<file path="config.mk">
export PLATFORM = sky130hd
export DESIGN_NAME = bridge_seq_ctrl
export DESIGN_NICKNAME = d
export VERILOG_FILES = /design/src/rtl/bridge_pkg.sv /design/src/rtl/gate_deadtime.sv /design/src/rtl/bridge_seq_ctrl.sv
export SDC_FILE = /design/constraint.sdc
export NUM_CORES = 1
export LEC_CHECK = 0
export ABC_CLOCK_PERIOD_IN_PS = 5270
export CORE_MARGIN = 3
export CORE_UTILIZATION = 55
export CTS_CLUSTER_DIAMETER = 30
export DETAILED_ROUTE_END_ITERATION = 8
export GPL_TIMING_DRIVEN = 0
export HOLD_SLACK_MARGIN = 0.12
export PLACE_DENSITY = 0.84
export REMOVE_ABC_BUFFERS = 1
export SLEW_MARGIN = 20
export SYNTH_ARGS = -nofsm -noshare
export SYNTH_HDL_FRONTEND = slang
export SYNTH_SLANG_ARGS = --single-unit
</file>
<file path="constraint.sdc">
create_clock -name clk -period 5.27 [get_ports clk]
set_input_delay 0.7905 -clock clk [delete_from_list [all_inputs] [get_ports clk]]
set_output_delay 0.7905 -clock clk [all_outputs]
set_load 0.01 [all_outputs]
</file>
<file path="src/rtl/bridge_pkg.sv">
// Shared types and the gate-pattern decode for the bridge sequencer.
package bridge_pkg;

  typedef enum logic [2:0] {
    IDLE,
    START_ARM,
    DIS0,
    DIS1,
    DIS2,
    DIS3,
    ERROR
  } proto_state_t;

  typedef enum logic [1:0] {
    S_IDLE,
    S_PRECHARGE,
    S_SETTLE
  } start_state_t;

  typedef enum logic [2:0] {
    OFF,
    PLUS,
    MINUS,
    BALP,
    BALN,
    DISB
  } gate_pat_t;

  // Physical drive levels and indicator bits for one gate pattern.
  typedef struct packed {
    logic [3:0] top;
    logic [3:0] bot;
    logic       plus;
    logic       minus;
    logic       pause_p;
    logic       pause_n;
  } gate_drive_t;

  // Command codes on bus_data.
  localparam logic [2:0] CMD_OFF      = 3'd0;
  localparam logic [2:0] CMD_PLUS     = 3'd1;
  localparam logic [2:0] CMD_MINUS    = 3'd2;
  localparam logic [2:0] CMD_BALP     = 3'd3;
  localparam logic [2:0] CMD_BALN     = 3'd4;
  localparam logic [2:0] CMD_START    = 3'd5;
  localparam logic [2:0] CMD_SHUTDOWN = 3'd6;
  localparam logic [2:0] CMD_DIS      = 3'd7;

  // Map a pattern to its top/bottom drives and indicator flags.
  function automatic gate_drive_t pat_drive(input gate_pat_t p);
    gate_drive_t d;
    d = '0;
    case (p)
      PLUS:    begin d.top = 4'b0001; d.bot = 4'b0010; d.plus    = 1'b1; end
      MINUS:   begin d.top = 4'b0010; d.bot = 4'b0001; d.minus   = 1'b1; end
      BALP:    begin d.top = 4'b0100; d.bot = 4'b1000; d.pause_p = 1'b1; end
      BALN:    begin d.top = 4'b1000; d.bot = 4'b0100; d.pause_n = 1'b1; end
      DISB:    begin d.top = 4'b0100; d.bot = 4'b1000; d.plus    = 1'b1; end
      default: d = '0;
    endcase
    return d;
  endfunction

endpackage

</file>
<file path="src/rtl/gate_deadtime.sv">
// Dead-time enforcement between gate patterns: a non-OFF pattern is only
// applied after DEADTIME_CYC consecutive all-off cycles; OFF applies at once.
module gate_deadtime
  import bridge_pkg::*;
#(
  parameter int DEADTIME_CYC = 50
) (
  input  logic      clk,
  input  logic      rst,
  input  gate_pat_t req_pat,
  input  logic      force_off,
  output gate_pat_t applied_pat,
  output logic      busy
);

  localparam int CW = $clog2(DEADTIME_CYC + 1);
  localparam logic [CW-1:0] CNT_MAX = CW'(DEADTIME_CYC);

  gate_pat_t      applied_q, applied_d;
  logic [CW-1:0]  cnt_q, cnt_d;
  logic           busy_q, busy_d;

  // Register the applied pattern, the all-off run length and the busy flag.
  always_ff @(posedge clk) begin
    if (rst) begin
      applied_q <= OFF;
      cnt_q     <= CNT_MAX;
      busy_q    <= 1'b0;
    end else begin
      applied_q <= applied_d;
      cnt_q     <= cnt_d;
      busy_q    <= busy_d;
    end
  end

  // Decide what reaches the gates this cycle. A change between two non-OFF
  // patterns always passes through OFF first, which restarts the count.
  // cnt counts OFF cycles including the one being entered, so a pattern is
  // held off for exactly DEADTIME_CYC visible cycles.
  always_comb begin
    applied_d = applied_q;
    if (force_off || req_pat == OFF) begin
      applied_d = OFF;
    end else if (req_pat != applied_q) begin
      if (applied_q != OFF)       applied_d = OFF;
      else if (cnt_q == CNT_MAX)  applied_d = req_pat;
      else                        applied_d = OFF;
    end

    cnt_d = '0;
    if (applied_d == OFF) cnt_d = (cnt_q == CNT_MAX) ? CNT_MAX : cnt_q + CW'(1);

    busy_d = (req_pat != OFF) && !force_off && (applied_d != req_pat);
  end

  assign applied_pat = applied_q;
  assign busy        = busy_q;

endmodule

</file>
<file path="src/rtl/bridge_seq_ctrl.sv">
// Bridge sequencer: decodes strobed 3-bit commands, runs the precharge/settle
// start sequence and the discharge chain, latches faults and drives the gates
// through the dead-time stage.
module bridge_seq_ctrl
  import bridge_pkg::*;
#(
  parameter int FREQ          = 50000000,
  parameter int T_PRECHARGE_S = 15,
  parameter int T_SETTLE_S    = 1,
  parameter int DEADTIME_CYC  = 50,
  parameter int NUM_ERR       = 8
) (
  input  logic               clk,
  input  logic               rst,
  input  logic               bus_strobe,
  input  logic [2:0]         bus_data,
  input  logic [NUM_ERR-1:0] err_in,
  input  logic               err_clear,
  output logic [3:0]         o_top,
  output logic [3:0]         o_bot,
  output logic               o_plus,
  output logic               o_minus,
  output logic               o_pause_p,
  output logic               o_pause_n,
  output logic               o_st,
  output logic               o_ch,
  output logic               o_fan,
  output logic               o_break,
  output logic [NUM_ERR-1:0] err_latched,
  output logic               fault,
  output logic               ready,
  output logic               deadtime_busy
);

  localparam longint LOAD_PRE = longint'(FREQ) * longint'(T_PRECHARGE_S);
  localparam longint LOAD_SET = longint'(FREQ) * longint'(T_SETTLE_S);
  localparam longint MAX_LOAD = (LOAD_PRE > LOAD_SET) ? LOAD_PRE : LOAD_SET;
  localparam int     TW       = (MAX_LOAD > 0) ? $clog2(MAX_LOAD + 1) : 1;
  localparam logic [TW-1:0] PRE_T = TW'(LOAD_PRE);
  localparam logic [TW-1:0] SET_T = TW'(LOAD_SET);

  proto_state_t       state_q, state_d;
  start_state_t       start_q, start_d;
  logic [TW-1:0]      timer_q, timer_d;
  gate_pat_t          req_pat_q, req_pat_d;
  logic               strobe_q;
  logic               st_q, st_d, ch_q, ch_d, fan_q, fan_d;
  logic               brk_q, brk_d, fault_q, fault_d;
  logic [NUM_ERR-1:0] err_latched_q, err_latched_d;

  logic        cmd_fire, err_any, start_active, run_ok, timer_last;
  gate_pat_t   applied_pat;
  gate_drive_t drive;

  assign cmd_fire     = strobe_q && !bus_strobe;
  assign err_any      = |err_in;
  assign start_active = (start_q != S_IDLE);
  assign run_ok       = st_q && !ch_q && !start_active;
  assign timer_last   = (timer_q <= TW'(1));

  // State register for the protocol FSM and all sequencer flops.
  always_ff @(posedge clk) begin
    if (rst) begin
      state_q       <= IDLE;
      start_q       <= S_IDLE;
      timer_q       <= '0;
      req_pat_q     <= OFF;
      strobe_q      <= 1'b0;
      st_q          <= 1'b0;
      ch_q          <= 1'b0;
      fan_q         <= 1'b0;
      brk_q         <= 1'b0;
      fault_q       <= 1'b0;
      err_latched_q <= '0;
    end else begin
      state_q       <= state_d;
      start_q       <= start_d;
      timer_q       <= timer_d;
      req_pat_q     <= req_pat_d;
      strobe_q      <= bus_strobe;
      st_q          <= st_d;
      ch_q          <= ch_d;
      fan_q         <= fan_d;
      brk_q         <= brk_d;
      fault_q       <= fault_d;
      err_latched_q <= err_latched_d;
    end
  end

  // Next protocol state: a fault overrides everything, ERROR only leaves
  // through a clean err_clear, otherwise commands walk the decode chain.
  always_comb begin
    state_d = state_q;
    if (err_any) begin
      state_d = ERROR;
    end else if (state_q == ERROR) begin
      if (err_clear) state_d = IDLE;
    end else if (cmd_fire) begin
      case (state_q)
        IDLE: begin
          if (bus_data == CMD_START && !start_active) state_d = START_ARM;
          if (bus_data == CMD_DIS   && !start_active) state_d = DIS0;
        end
        DIS0:    state_d = (bus_data == CMD_OFF) ? DIS1 : IDLE;
        DIS1:    state_d = (bus_data == CMD_DIS) ? DIS2 : IDLE;
        DIS2:    state_d = (bus_data == CMD_OFF) ? DIS3 : IDLE;
        default: state_d = IDLE;
      endcase
    end
  end

  // Sequencer actions. Ordering sets priority: timer expiry first, then
  // command effects (so shutdown beats expiry), then fault clear, then fault.
  always_comb begin
    start_d       = start_q;
    timer_d       = timer_q;
    req_pat_d     = req_pat_q;
    st_d          = st_q;
    ch_d          = ch_q;
    fan_d         = fan_q;
    brk_d         = brk_q;
    fault_d       = fault_q;
    err_latched_d = err_latched_q | err_in;

    case (start_q)
      S_PRECHARGE: begin
        if (timer_last) begin
          st_d    = 1'b1;
          timer_d = SET_T;
          start_d = S_SETTLE;
        end else begin
          timer_d = timer_q - TW'(1);
        end
      end
      S_SETTLE: begin
        if (timer_last) begin
          ch_d    = 1'b0;
          timer_d = '0;
          start_d = S_IDLE;
        end else begin
          timer_d = timer_q - TW'(1);
        end
      end
      default: ;
    endcase

    if (cmd_fire && state_q != ERROR) begin
      case (state_q)
        IDLE: begin
          case (bus_data)
            CMD_OFF:   req_pat_d = OFF;
            CMD_PLUS:  if (run_ok) req_pat_d = PLUS;
            CMD_MINUS: if (run_ok) req_pat_d = MINUS;
            CMD_BALP:  if (run_ok) req_pat_d = BALP;
            CMD_BALN:  if (run_ok) req_pat_d = BALN;
            CMD_SHUTDOWN: begin
              start_d   = S_IDLE;
              timer_d   = '0;
              req_pat_d = OFF;
              st_d      = 1'b0;
              ch_d      = 1'b0;
              fan_d     = 1'b0;
            end
            default: ;
          endcase
        end
        START_ARM: begin
          if (bus_data == CMD_OFF) begin
            req_pat_d = OFF;
            fan_d     = 1'b1;
            st_d      = 1'b0;
            ch_d      = 1'b1;
            timer_d   = PRE_T;
            start_d   = S_PRECHARGE;
          end
        end
        DIS3: begin
          if (!st_q && !ch_q) begin
            if (bus_data == CMD_PLUS) req_pat_d = PLUS;
            if (bus_data == CMD_BALP) req_pat_d = DISB;
          end
        end
        default: ;
      endcase
    end

    if (state_q == ERROR && err_clear && !err_any) begin
      err_latched_d = '0;
      brk_d         = 1'b0;
      fault_d       = 1'b0;
    end

    if (err_any) begin
      fault_d   = 1'b1;
      brk_d     = 1'b1;
      fan_d     = 1'b1;
      st_d      = 1'b0;
      ch_d      = 1'b0;
      req_pat_d = OFF;
      start_d   = S_IDLE;
      timer_d   = '0;
    end
  end

  gate_deadtime #(
    .DEADTIME_CYC(DEADTIME_CYC)
  ) u_deadtime (
    .clk        (clk),
    .rst        (rst),
    .req_pat    (req_pat_d),
    .force_off  (err_any),
    .applied_pat(applied_pat),
    .busy       (deadtime_busy)
  );

  assign drive       = pat_drive(applied_pat);
  assign o_top       = drive.top;
  assign o_bot       = drive.bot;
  assign o_plus      = drive.plus;
  assign o_minus     = drive.minus;
  assign o_pause_p   = drive.pause_p;
  assign o_pause_n   = drive.pause_n;
  assign o_st        = st_q;
  assign o_ch        = ch_q;
  assign o_fan       = fan_q;
  assign o_break     = brk_q;
  assign fault       = fault_q;
  assign err_latched = err_latched_q;
  assign ready       = (state_q == IDLE);

endmodule

</file>
# Yosys cells after proc, flatten, opt, wreduce, memory -nomap -nowiden
# Index checks and enable logic that the tools add are counted.
[op_classes]
n_mux = 66
reduce_logical = 39
n_eq_ne = 30
magnitude_cmp = 1
addsub = 2
n_bitwise = 2
[ops]
columns = ["cell", "n"]
rows = [
  ["2-to-1 mux 30 bit", 5],
  ["case mux 30 bit (2 select lines)", 2],
  ["2-to-1 mux 3 bit", 22],
  ["case mux 8 bit (4 select lines)", 1],
  ["less-or-equal comparator 30 x 1 -> 1 bit (second input constant)", 1],
  ["subtractor 30 x 1 -> 30 bit (second input constant)", 1],
  ["== test 3 bit (second input constant)", 9],
  ["2-to-1 mux 1 bit", 20],
  ["== test 3 x 2 -> 1 bit (second input constant)", 6],
  ["case mux 3 bit (5 select lines)", 1],
  ["logical NOT 3 bit", 4],
  ["2-to-1 mux 2 bit", 6],
  ["2-to-1 mux 6 bit", 2],
  ["case mux 3 bit (4 select lines)", 1],
  ["nonzero test 3 bit", 4],
  ["logical AND 1 bit", 11],
  ["== test 3 x 1 -> 1 bit (second input constant)", 3],
  ["case mux 3 bit (3 select lines)", 1],
  ["OR reduction 9 bit", 1],
  ["bitwise OR 8 bit", 1],
  ["case mux 2 bit (2 select lines)", 2],
  ["nonzero test 2 bit", 4],
  ["OR reduction 2 bit", 4],
  ["OR reduction 8 bit", 1],
  ["other kinds (18)", 27],
]
[word_totals]
in_bits = 15
reg_bits = 61

# Logic depth before layout (Yosys ltp)
# Gate-level depths: netlist of run 1.
[logic_depth]
ltp_word = 15
depth_mapped = 10
ltp_nobuf = 10

# By module
# Synthesis of run 1 repeated with hierarchy kept, for this count alone.
[unflattened]
hier_cells = 445
hier_area_um2 = 3726.1
[by_module_without_submodules]
columns = ["module", "instances", "area_per_inst_um2", "cells_each"]
rows = [
  ["bridge_seq_ctrl", 1, 3175.5, 387],
  ["gate_deadtime", 1, 550.5, 58],
]

# Least setup slack after synthesis of run 1
# OpenSTA, ideal clock, no wires.
[synth_timing]
path_kind = "input to register"
from = "input port bus_data[1]"
to = "register u_deadtime.cnt_q[1]"
path_stages = 9
path_slack_ns = 2.662
required_ns = 5.144
n_path_buf = 1
arrival_time_ns = 2.481
cell_sequence = "buf_2 -> or3_1 -> a21oi_1 -> nor3_1 -> a21oi_4 -> xor2_1 -> a21oi_1 -> o221ai_2 -> o21bai_1"
[synth_via]
elab_chain_len = 13
[synth_lines]
columns = ["item", "line", "source"]
rows = [
  ["from (decl)", "bridge_seq_ctrl.sv:16", "input logic [2:0] bus_data,"],
  ["== test 3 x 1 -> 1 bit", "bridge_seq_ctrl.sv:150, bridge_seq_ctrl.sv:179", ""],
  ["2-to-1 mux 3 bit", "bridge_seq_ctrl.sv:179", "if (bus_data == CMD_PLUS) req_pat_d = PLUS;"],
  ["2-to-1 mux 3 bit", "bridge_seq_ctrl.sv:180", "if (bus_data == CMD_BALP) req_pat_d = DISB;"],
  ["2-to-1 mux 3 bit", "bridge_seq_ctrl.sv:178", "if (!st_q && !ch_q) begin"],
  ["case mux 3 bit (3 select lines) *", "bridge_seq_ctrl.sv:148", "case (state_q)"],
  ["2-to-1 mux 3 bit *", "bridge_seq_ctrl.sv:147", "if (cmd_fire && state_q != ERROR) begin"],
  ["2-to-1 mux 3 bit *", "bridge_seq_ctrl.sv:193", "if (err_any) begin"],
  ["2-to-1 mux 3 bit", "gate_deadtime.sv:46", "else if (cnt_q == CNT_MAX) applied_d = req_pat;"],
  ["2-to-1 mux 3 bit", "gate_deadtime.sv:45", "if (applied_q != OFF) applied_d = OFF;"],
  ["2-to-1 mux 3 bit", "gate_deadtime.sv:44", "end else if (req_pat != applied_q) begin"],
  ["2-to-1 mux 3 bit *", "gate_deadtime.sv:42", "if (force_off || req_pat == OFF) begin"],
  ["logical NOT 3 bit *", "gate_deadtime.sv:51", "if (applied_d == OFF) cnt_d = (cnt_q == CNT_MAX) ? CNT_MAX : cnt_q + CW'(1);"],
  ["2-to-1 mux 6 bit *", "gate_deadtime.sv:51", ""],
  ["to (signal assigned)", "gate_deadtime.sv:31", "cnt_q <= cnt_d;"],
  ["to (decl)", "gate_deadtime.sv:20", "logic [CW-1:0] cnt_q, cnt_d;"],
]
# Every way passes the cells marked *; elsewhere a longest branch is shown, timed or not.
# A chain may end at the register's enable or synchronous reset.

# Final worst setup path of run 1
[layout_timing]
from = "input port bus_data[0]"
to = "register u_deadtime.cnt_q[3]"
[layout_via]
elab_chain_len = 14
[layout_lines]
columns = ["item", "line"]
rows = [
  ["== test 3 x 1 -> 1 bit", "bridge_seq_ctrl.sv:150, bridge_seq_ctrl.sv:179"],
  ["2-to-1 mux 3 bit", "bridge_seq_ctrl.sv:179"],
  ["2-to-1 mux 3 bit", "bridge_seq_ctrl.sv:180"],
  ["2-to-1 mux 3 bit", "bridge_seq_ctrl.sv:178"],
  ["case mux 3 bit (3 select lines) *", "bridge_seq_ctrl.sv:148"],
  ["2-to-1 mux 3 bit *", "bridge_seq_ctrl.sv:147"],
  ["2-to-1 mux 3 bit *", "bridge_seq_ctrl.sv:193"],
  ["2-to-1 mux 3 bit", "gate_deadtime.sv:46"],
  ["2-to-1 mux 3 bit", "gate_deadtime.sv:45"],
  ["2-to-1 mux 3 bit", "gate_deadtime.sv:44"],
  ["2-to-1 mux 3 bit *", "gate_deadtime.sv:42"],
  ["logical NOT 3 bit *", "gate_deadtime.sv:51"],
  ["NOT 1 bit (no source line) *", "--"],
  ["OR reduction 3 bit (no source line) *", "--"],
]
# Marks and branches as above.

==> metrics.md, run 1 <==
| Metric | Value |
|---|---|
| Status | `completed` |
| Syn Inst Count | `433` |
| Diodes inserted | `0` |
| Synth area leaders | `dfxtp_1 (35%), nor2_1 (4.8%), a21oi_1 (4.3%)` |
| GR Overflow Total | `0` |
| First-pass GRT wire length | `14.7 mm` |
| Die area | `7330 µm²` |
| Iteration-0 DRC Markers | `341` |
| # DRC | `0` |
| Most common cell in the netlist | `dfxtp_1` |
| Relative slew margins | `0.356` |
| Die X | `85.6 µm` |
| Hold Crit Class | `reg -> reg` |
| Final worst slack | `2050 ps` |
| Fraction of layout cells with a size suffix above 1 | `0.0797` |
| Power Density | `254 nW/µm²` |
| Die Y | `85.6 µm` |
| Top_reg_cell synth | `dfxtp_1` |
| Final Cycle Share | `0.612` |
| Clock Tree Buf Depth | `2` |
| Max Fclk | `0.310 GHz` |
| Period minus WS final | `3220 ps` |
| Leading area contributor after synthesis | `dfxtp_1` |
| CTS Hold Bufs | `0` |
| CTS tree | `yes` |
| Number of global-route vias before repair | `3191` |
| Share of synthesized flip-flops with an asynchronous set or reset | `0` |
| Worst Tran Pin Value | `966 ps` |
| CP Cell Sequence | `clkdlybuf4s50_1, and3b_1, a211o_1, a21boi_1, o21ai_1, xor2_1, a31oi_1, o221ai_2, nor3_1` |
| Post-CTS Repair Setup Buffers | `0` |
| EDFF count, synth | `0` |
| Final clock skew | `8.65 ps` |
| Post-route ant nets | `0` |
| Yosys warnings | `0` |
| Final Setup Violations | `0` |
| Core area | `6030 µm²` |
| R2R depth | `7` |
| Initial antenna violation count | `0` |
| Placer Congestion | `0.907` |
| IO Port Bufs | `41` |
| Top cell type's share of synthesized area | `0.350` |
| H-tree levels | `3` |
| Sum Neg Setup Slack | `0 ps` |
| CP peak stage delay | `650 ps` |
| Largest net degree at the start of global routing | `32` |
| Maximum net fanout on the critical path | `15` |
| Row count | `28` |
| Worst EP arrival | `3480 ps` |
| WL/cell | `15.7 µm` |
| Flop and latch count out of synthesis | `61` |
| Avg Inst Size Synth | `8.05 µm²` |
| Fillers | `491` |
| Post-DR vias/cell | `6.22` |
| Pwr Total | `1.04 mW` |
| Worst R2R Start | `start_q[0]` |
| Via count | `3351` |
| Clock buffer count from CTS | `9` |
| Clk root buf | `clkbuf_8` |
| Setup slack, reg-to-reg | `2390 ps` |
| Fin area | `4120 µm²` |
| Post-synthesis sequential area ratio | `0.350` |
| Static Leak | `1.45 nW` |
| P&R area growth vs syn | `18.1%` |
| Max Cap Viol | `0` |
| Reg clk slew, reported paths | `70 ps` |
| Critical Path Stages | `9` |
| Reg area | `1220 µm²` |
| Worst Path Buf+Inv | `1` |
| CP Class | `in -> reg` |
| DRT Wirelength | `8.48 mm` |
| Unrepaired setup endpoints after global routing | `no` |
| Sink Count | `61` |
| Crit path from | `bus_data[0]` |
| Fin. Hold Viols | `0` |
| Slowest-stage cell, CP | `clkdlybuf4s50_1` |
| Synth cell types | `69` |
| HPWL after DPL | `5.90 mm` |
| Skew-Pair Late Insertion Delay | `340 ps` |
| RR Endpoint | `timer_q[18]` |
| CP required | `5530 ps` |
| GRT Total Usage | `0.245` |
| Slew Limit Fails | `0` |
| Startpoint type of the worst setup path | `input port` |
| Top Ports | `42` |
| Crit path capture | `u_deadtime.cnt_q[3]` |
| Largest delay share family, worst path | `compound AO/OA/AOI/OAI gates` |
| Mapped cell area | `3490 µm²` |
| Area occupied by multi-input gates | `2060 µm²` |
| Post-place instance area | `3870 µm²` |
| Dpl ws | `1720 ps` |
| Cts repair resizes | `0` |
| Nets | `481` |
| Post-synth top cells | `dfxtp_1 (61), nor2_1 (45), a21oi_1 (30)` |
| Pre-Repair DR Iteration Count | `7` |
| Peak supply drop | `0.183 mV` |
| Hold Path Origin | `err_latched[0]` |
| Crit. End Element | `register` |
| Starting Density | `0.578` |
[routing by layer]
layer | up-vias | GRT usage | routed length [µm]
li1 | 1626 | - | -
met1 | 1555 | 0.302 | 3610
met2 | 153 | 0.415 | 4180
met3 | 17 | 0.0567 | 553
met4 | 0 | 0.0935 | 136
met5 | - | 0 | 0
[flip-flops by register name, summed over array words and instances (netlist names)]
name / count
start_q: 2
o_st: 1
fault: 1
o_ch: 1
strobe_q: 1
o_fan: 1
req_pat_q: 3
u_deadtime.applied_pat: 3
err_latched: 8
state_q: 3
u_deadtime.cnt_q: 6
timer_q: 30
u_deadtime.busy: 1
[worst min path at each step]
| stage | endpoint | slack (ps) | depth (start not counted) |
|---|---|---|---|
| 6_report | err_latched[0] | 450 | 1 |
| 5_1_grt | err_latched[7] | 480 | 1 |
| 4_1_cts | err_latched[0] | 460 | 1 |
| 3_5_place_dp | err_latched[3] | 440 | 1 |
| 3_3_place_gp | err_latched[6] | 440 | 1 |
| 2_1_floorplan | start_q[1] | 450 | 2 |
[cells by family after synthesis]
logic type      Yosys count  synth area share
compound gates          123             0.237
xor+xnor                 19            0.0477
fa+ha+maj                 7            0.0251
buf+inv                  47            0.0610
flops                    61             0.350
mux                       6            0.0176
simple gates            170             0.261
[where the power goes]
group	switching (mW)	internal, mW	total, mW
Sequential	0.00623	0.467	0.474
Clock	0.190	0.326	0.516
Combinational	0.0252	0.0297	0.0549
Total	0.221	0.823	1.04
[final cells by class]
cell class                 count  share of cell area
clock buffer                  10              0.0334
clock inverter                 6              0.0267
inverter                      19              0.0173
multi-input combinational    325               0.500
sequential                    61               0.297
tap                           75              0.0228
timing repair buffer          43               0.103
[through the flow]
stage	std cells	hold slack, ps	util
after global placement	521	435	0.639
after global routing	539	483	0.683
after CTS	539	458	0.683
final	539	454	0.683
after detailed placement	523	444	0.642
after floorplan	405	453	-
[placed cells by master, fill, tap and decap left out, types with 5 or more instances in the layout]
master and n:
xor2_1 11, nand3_1 10, o21a_1 10, ha_1 7, nor2_1 45, clkbuf_8 10, clkdlybuf4s50_1 41, inv_1 18
o21bai_1 5, mux2i_1 5, dfxtp_1 61, xnor2_1 8, a31oi_1 7, a21oi_1 30, nor4_1 8, a221oi_1 5
nor2b_1 5, or3_1 7, nand2_1 27, nor3_1 27, and2_1 5, nand2b_1 8, o211ai_1 5, o21ai_0 20
a21o_1 7
Note: power is estimated with default switching activity, not from simulation.
==> run 2: changes to the inputs <==
--- a/config.mk
+++ b/config.mk
@@ -5,7 +5,7 @@
 export SDC_FILE = /design/constraint.sdc
 export NUM_CORES = 1
 export LEC_CHECK = 0
-export ABC_CLOCK_PERIOD_IN_PS = 5270
+export ABC_CLOCK_PERIOD_IN_PS = 3120
 export CORE_MARGIN = 3
 export CORE_UTILIZATION = 55
 export CTS_CLUSTER_DIAMETER = 30
==> constraint.sdc (replaced) <==
create_clock -name clk -period 3.12 [get_ports clk]
set_input_delay 0.468 -clock clk [delete_from_list [all_inputs] [get_ports clk]]
set_output_delay 0.468 -clock clk [all_outputs]
set_load 0.01 [all_outputs]
==> run 2 against run 1 <==
Effect of this change:
- sequential share of layout area decreased by 0.063 points
- flip-flop and latch count unchanged
- clock-buffer cell count unchanged
- highest routed layer unchanged
- via count decreased by 0.93%
- die area unchanged
- largest power group unchanged
- critical path type unchanged
- clock skew about the same
==> metrics.md, run 2 (same netlist as run 1, synthesis figures left out) <==
| Metric | Value |
|---|---|
| Sink Count | `61` |
| First-pass GRT wire length | `14.7 mm` |
| H-tree levels | `3` |
| Max Cap Viol | `0` |
| P&R area growth vs syn | `18.3%` |
| IO Port Bufs | `41` |
| Diodes inserted | `0` |
| Fraction of layout cells with a size suffix above 1 | `0.0819` |
| Die Y | `85.6 µm` |
| Placer Congestion | `0.907` |
| Die X | `85.6 µm` |
| Starting Density | `0.578` |
| Combinational power share | `0.053` |
| Largest net degree at the start of global routing | `32` |
| DRT Wirelength | `8.46 mm` |
| R2R depth | `7` |
| Clock buffer count from CTS | `9` |
| Clk root buf | `clkbuf_8` |
| Relative slew margins | `0.359` |
| Hold path depth | `1` |
| Startpoint type of the worst setup path | `input port` |
| Final Cycle Share | `0.932` |
| Power Density | `427 nW/µm²` |
| Worst EP arrival | `3130 ps` |
| Skew-Pair Late Insertion Delay | `340 ps` |
| Peak supply drop | `0.308 mV` |
| WL/cell | `15.7 µm` |
| Internal power | `1.39 mW` |
| Max Fclk | `0.344 GHz` |
| # DRC | `0` |
| Clock share of power | `0.493` |
| Final clock skew | `8.91 ps` |
| Via count | `3320` |
| Most flops, register | `timer_q` |
| Fillers | `490` |
| Period minus WS final | `2910 ps` |
| Worst Tran Pin Value | `962 ps` |
| Unrepaired setup endpoints after global routing | `no` |
| Nets | `481` |
| Die area | `7330 µm²` |
| Crit. End Element | `register` |
| CTS tree | `yes` |
| Post-route ant nets | `0` |
| HPWL after DPL | `5.90 mm` |
| Top Ports | `42` |
| Most common cell after layout, fill and taps aside | `dfxtp_1` |
| Fin. Hold Viols | `0` |
| Maximum net fanout on the critical path | `14` |
| Clock Tree Buf Depth | `2` |
| Status | `completed` |
| Switching Power | `371 µW` |
| Util after Layout | `0.685` |
| Max FFs per register | `30` |
| Core area | `6030 µm²` |
| Hold Crit Class | `reg -> reg` |
| CTS Hold Bufs | `0` |
| GR Overflow Total | `0` |
| Row count | `28` |
| Post-DR vias/cell | `6.16` |
| CP required | `3340 ps` |
| Slew Limit Fails | `0` |
| Most frequent cells in the layout | `dfxtp_1 (61), nor2_1 (45), clkdlybuf4s50_1 (40)` |
| Reg clk slew, reported paths | `70 ps` |
| Pre-Repair DR Iteration Count | `5` |
| Iteration-0 DRC Markers | `370` |
| GRT Total Usage | `0.245` |
| CP Class | `in -> reg` |
| Reg power frac | `0.454` |
| Sw frac | `0.211` |
| Number of global-route vias before repair | `3191` |
| Initial antenna violation count | `0` |
| Final Setup Violations | `0` |
| Static Leak | `1.46 nW` |
| Pwr Total | `1.76 mW` |
==> run 2: changes by cell type in the layout (fill, tap and decap cells not counted), sizes merged <==
cell           delta
clkdlybuf4s50     -1
dlymetal6s2s      +1
==> run 2: what timing repair did <==
item                                    in CTS  in global routing
buffers inserted                             0                  0
hold endpoints to repair                     0                  0
endpoints found under the setup margin       0                  6
resized for setup                            0                  2
==> run 2: metrics by stage <==
| stage | setup TNS [ps] | area [µm²] | hold WS (ps) | std cells | setup slack (ps) |
|---|---|---|---|---|---|
| detailed placement | -531 | 3870 | 444 | 523 | -111 |
| floorplan | 0 | 3340 | 453 | 405 | 757 |
| global route | 0 | 4130 | 483 | 539 | 13.1 |
| global placement | -7050 | 3850 | 435 | 521 | -373 |
| finish | 0 | 4130 | 454 | 539 | 211 |
| CTS | 0 | 4120 | 458 | 539 | 222 |
==> run 2: final timing paths <==
path,endpoint,slack (ps),from
worst max-delay path,u_deadtime.cnt_q[4],210,bus_data[2]
worst min-delay path,err_latched[0],450,err_latched[0]
worst max register to register,timer_q[18],250,start_q[0]
worst min register to register,err_latched[0],450,err_latched[0]
==> run 2: layout make-up <==
class                           count  area, µm²  share of cell area
Clock buffer                       10        138              0.0334
Clock inverter                      6        110              0.0267
Inverter                           19       71.3              0.0173
Multi-Input combinational cell    325       2060               0.500
Sequential cell                    61       1220               0.296
Tap cell                           75       93.8              0.0227
Timing Repair Buffer               43        428               0.104
==> run 2: worst max-delay path, cell delays in order <==
cell             delay, ps
clkdlybuf4s50_1        650
or3_1                  560
a21oi_1                180
nor3_1                  90
a21oi_4                260
xor2_1                 310
a21oi_1                160
o221ai_2               330
o21bai_1               120
==> run 2: power by group through the flow <==
stage,Combinational (mW),Clock [mW],Sequential [mW]
2_1_floorplan,0.0323,0,0.820
3_3_place_gp,0.0894,0,0.816
3_5_place_dp,0.0916,0,0.817
4_1_cts,0.0924,0.882,0.799
5_1_grt,0.100,0.916,0.801
6_report,0.0928,0.869,0.800
==> run 2: metal layers <==
metal,vias up,GRT usage,part of all wire
li1,1623,-,-
met2,143,0.415,0.49
met4,0,0.0935,0.012
met3,12,0.0567,0.069
met1,1542,0.302,0.42
met5,-,0,0
==> run 3: changes to the inputs <==
--- a/config.mk
+++ b/config.mk
@@ -10,7 +10,6 @@
 export CORE_UTILIZATION = 55
 export CTS_CLUSTER_DIAMETER = 30
 export DETAILED_ROUTE_END_ITERATION = 8
-export GPL_TIMING_DRIVEN = 0
 export HOLD_SLACK_MARGIN = 0.12
 export PLACE_DENSITY = 0.84
 export REMOVE_ABC_BUFFERS = 1
==> run 3 against run 2 <==
Effect of this change:
- hold slack better by 3.9 ps
- flip-flop and latch count stayed put
- maximum frequency is 5.5% higher
- total power is 4.5% lower
- critical path type unchanged
- critical endpoint unchanged
- largest cell class unchanged
==> metrics.md, run 3 (same netlist as run 1, synthesis figures left out) <==
| Metric | Value |
|---|---|
| Worst Path Buf+Inv | `1` |
| Most common cell after layout, fill and taps aside | `dfxtp_1` |
| # DRC | `0` |
| Die area | `7330 µm²` |
| Critical Path Stages | `9` |
| Slowest-stage cell, CP | `clkdlybuf4s50_1` |
| Clock buffer count from CTS | `9` |
| Sum Neg Setup Slack | `0 ps` |
| Placer Congestion | `0.919` |
| Fin. Hold Viols | `0` |
| Diodes inserted | `0` |
| Hold path depth | `1` |
| CP peak stage delay | `640 ps` |
| Power Density | `404 nW/µm²` |
| Peak supply drop | `0.273 mV` |
| Cts repair resizes | `0` |
| CTS Hold Bufs | `0` |
| Worst R2R Start | `timer_q[20]` |
| Iteration-0 DRC Markers | `457` |
| Most flops, register | `timer_q` |
| IO Port Bufs | `41` |
| Hold Path Origin | `err_latched[0]` |
| Final worst slack | `363 ps` |
| Starting Density | `0.578` |
| Setup slack, reg-to-reg | `510 ps` |
| Most frequent cells in the layout | `dfxtp_1 (61), nor2_1 (45), clkdlybuf4s50_1 (41)` |
| First-pass GRT wire length | `14.7 mm` |
| Skew-Pair Late Insertion Delay | `340 ps` |
| R2R depth | `7` |
| Max Cap Viol | `0` |
| Crit. End Element | `register` |
| Max FFs per register | `30` |
| CP Class | `in -> reg` |
| Core area | `6030 µm²` |
| Worst Tran Pin Value | `778 ps` |
| Max Fclk | `0.363 GHz` |
| Pre-Repair DR Iteration Count | `5` |
| CTS tree | `yes` |
| Sink Count | `61` |
| Unrepaired setup endpoints after global routing | `no` |
| Relative slew margins | `0.475` |
| Fraction of layout cells with a size suffix above 1 | `0.0970` |
| Final Setup Violations | `0` |
| WL/cell | `15.9 µm` |
| Post-DR vias/cell | `6.09` |
| Hold_ws | `458 ps` |
| Post-route ant nets | `0` |
| CP Cell Sequence | `clkdlybuf4s50_1, or3_1, a21oi_1, nor3_1, a21oi_4, xor2_1, a21oi_1, o221ai_2, o21bai_1` |
| GRT Total Usage | `0.249` |
| Nets | `491` |
| Post-CTS Repair Setup Buffers | `0` |
| P&R area growth vs syn | `19.4%` |
| Clock Tree Buf Depth | `2` |
| Die Y | `85.6 µm` |
| Clk root buf | `clkbuf_8` |
| WHS Endpoint | `err_latched[0]` |
| Hold Crit Class | `reg -> reg` |
| Static Leak | `1.49 nW` |
| H-tree levels | `3` |
| Final clock skew | `10.7 ps` |
| Largest net degree at the start of global routing | `31` |
| Row count | `28` |
| DRT Wirelength | `8.71 mm` |
| Startpoint type of the worst setup path | `input port` |
| Reg area | `1220 µm²` |
| HPWL after DPL | `6.29 mm` |
| Slew Limit Fails | `0` |
| Area occupied by multi-input gates | `2050 µm²` |
| Status | `completed` |
| GR Overflow Total | `0` |
| Dpl ws | `50.5 ps` |
| Reg clk slew, reported paths | `70 ps` |
| Die X | `85.6 µm` |
| Initial antenna violation count | `0` |
| CP most frequent cell | `a21oi_1` |
| Worst EP arrival | `2970 ps` |
| Period minus WS final | `2760 ps` |
| Final Cycle Share | `0.884` |
| CP required | `3340 ps` |
| Top Ports | `42` |
| Fin area | `4160 µm²` |
| Number of global-route vias before repair | `3154` |
| Maximum net fanout on the critical path | `14` |
| Largest delay share family, worst path | `compound AO/OA/AOI/OAI gates` |
| RR Endpoint | `timer_q[24]` |
| Fillers | `502` |
| Via count | `3341` |
| Post-place instance area | `3940 µm²` |
## run 3: how the worst max path moves through the flow
stage / startpoint / end
2_1_floorplan: bus_strobe / timer_q[9]
3_3_place_gp: bus_data[2] / u_deadtime.cnt_q[1]
3_5_place_dp: bus_data[2] / u_deadtime.cnt_q[3]
4_1_cts: bus_data[2] / u_deadtime.cnt_q[3]
5_1_grt: bus_data[2] / u_deadtime.cnt_q[3]
6_report: bus_data[2] / u_deadtime.cnt_q[4]
## run 3: cell type report
cell class,count,share of cell area
flip-flops and latches,61,0.293
multi-input cells,325,0.493
inverters,19,0.0171
well taps,75,0.0225
repair buffers,53,0.120
clock inverters,7,0.0238
clock buffers,9,0.0298
## run 3: per-stage QoR
step                      instances   util  power [mW]
after floorplan                 405      -       0.852
after global placement          533  0.654       0.909
after detailed placement        533  0.654       0.912
after CTS                       549  0.691        1.70
after global routing            549  0.691        1.75
final                           549  0.691        1.68
## run 3: power breakdown
| part | leakage (nW) | total, mW | internal, mW | switching (mW) |
|---|---|---|---|---|
| clock network | 0.110 | 0.787 | 0.453 | 0.334 |
| logic | 0.881 | 0.0957 | 0.0518 | 0.0438 |
| registers | 0.496 | 0.799 | 0.789 | 0.0103 |
| total | 1.49 | 1.68 | 1.29 | 0.388 |
## run 3: layer usage
layer / up-vias / global-route usage / wire, µm
met1: 1560 / 0.317 / 3830
met5: - / 0 / 0
met3: 12 / 0.0538 / 516
li1: 1647 / - / -
met4: 0 / 0.0921 / 124
met2: 122 / 0.416 / 4240
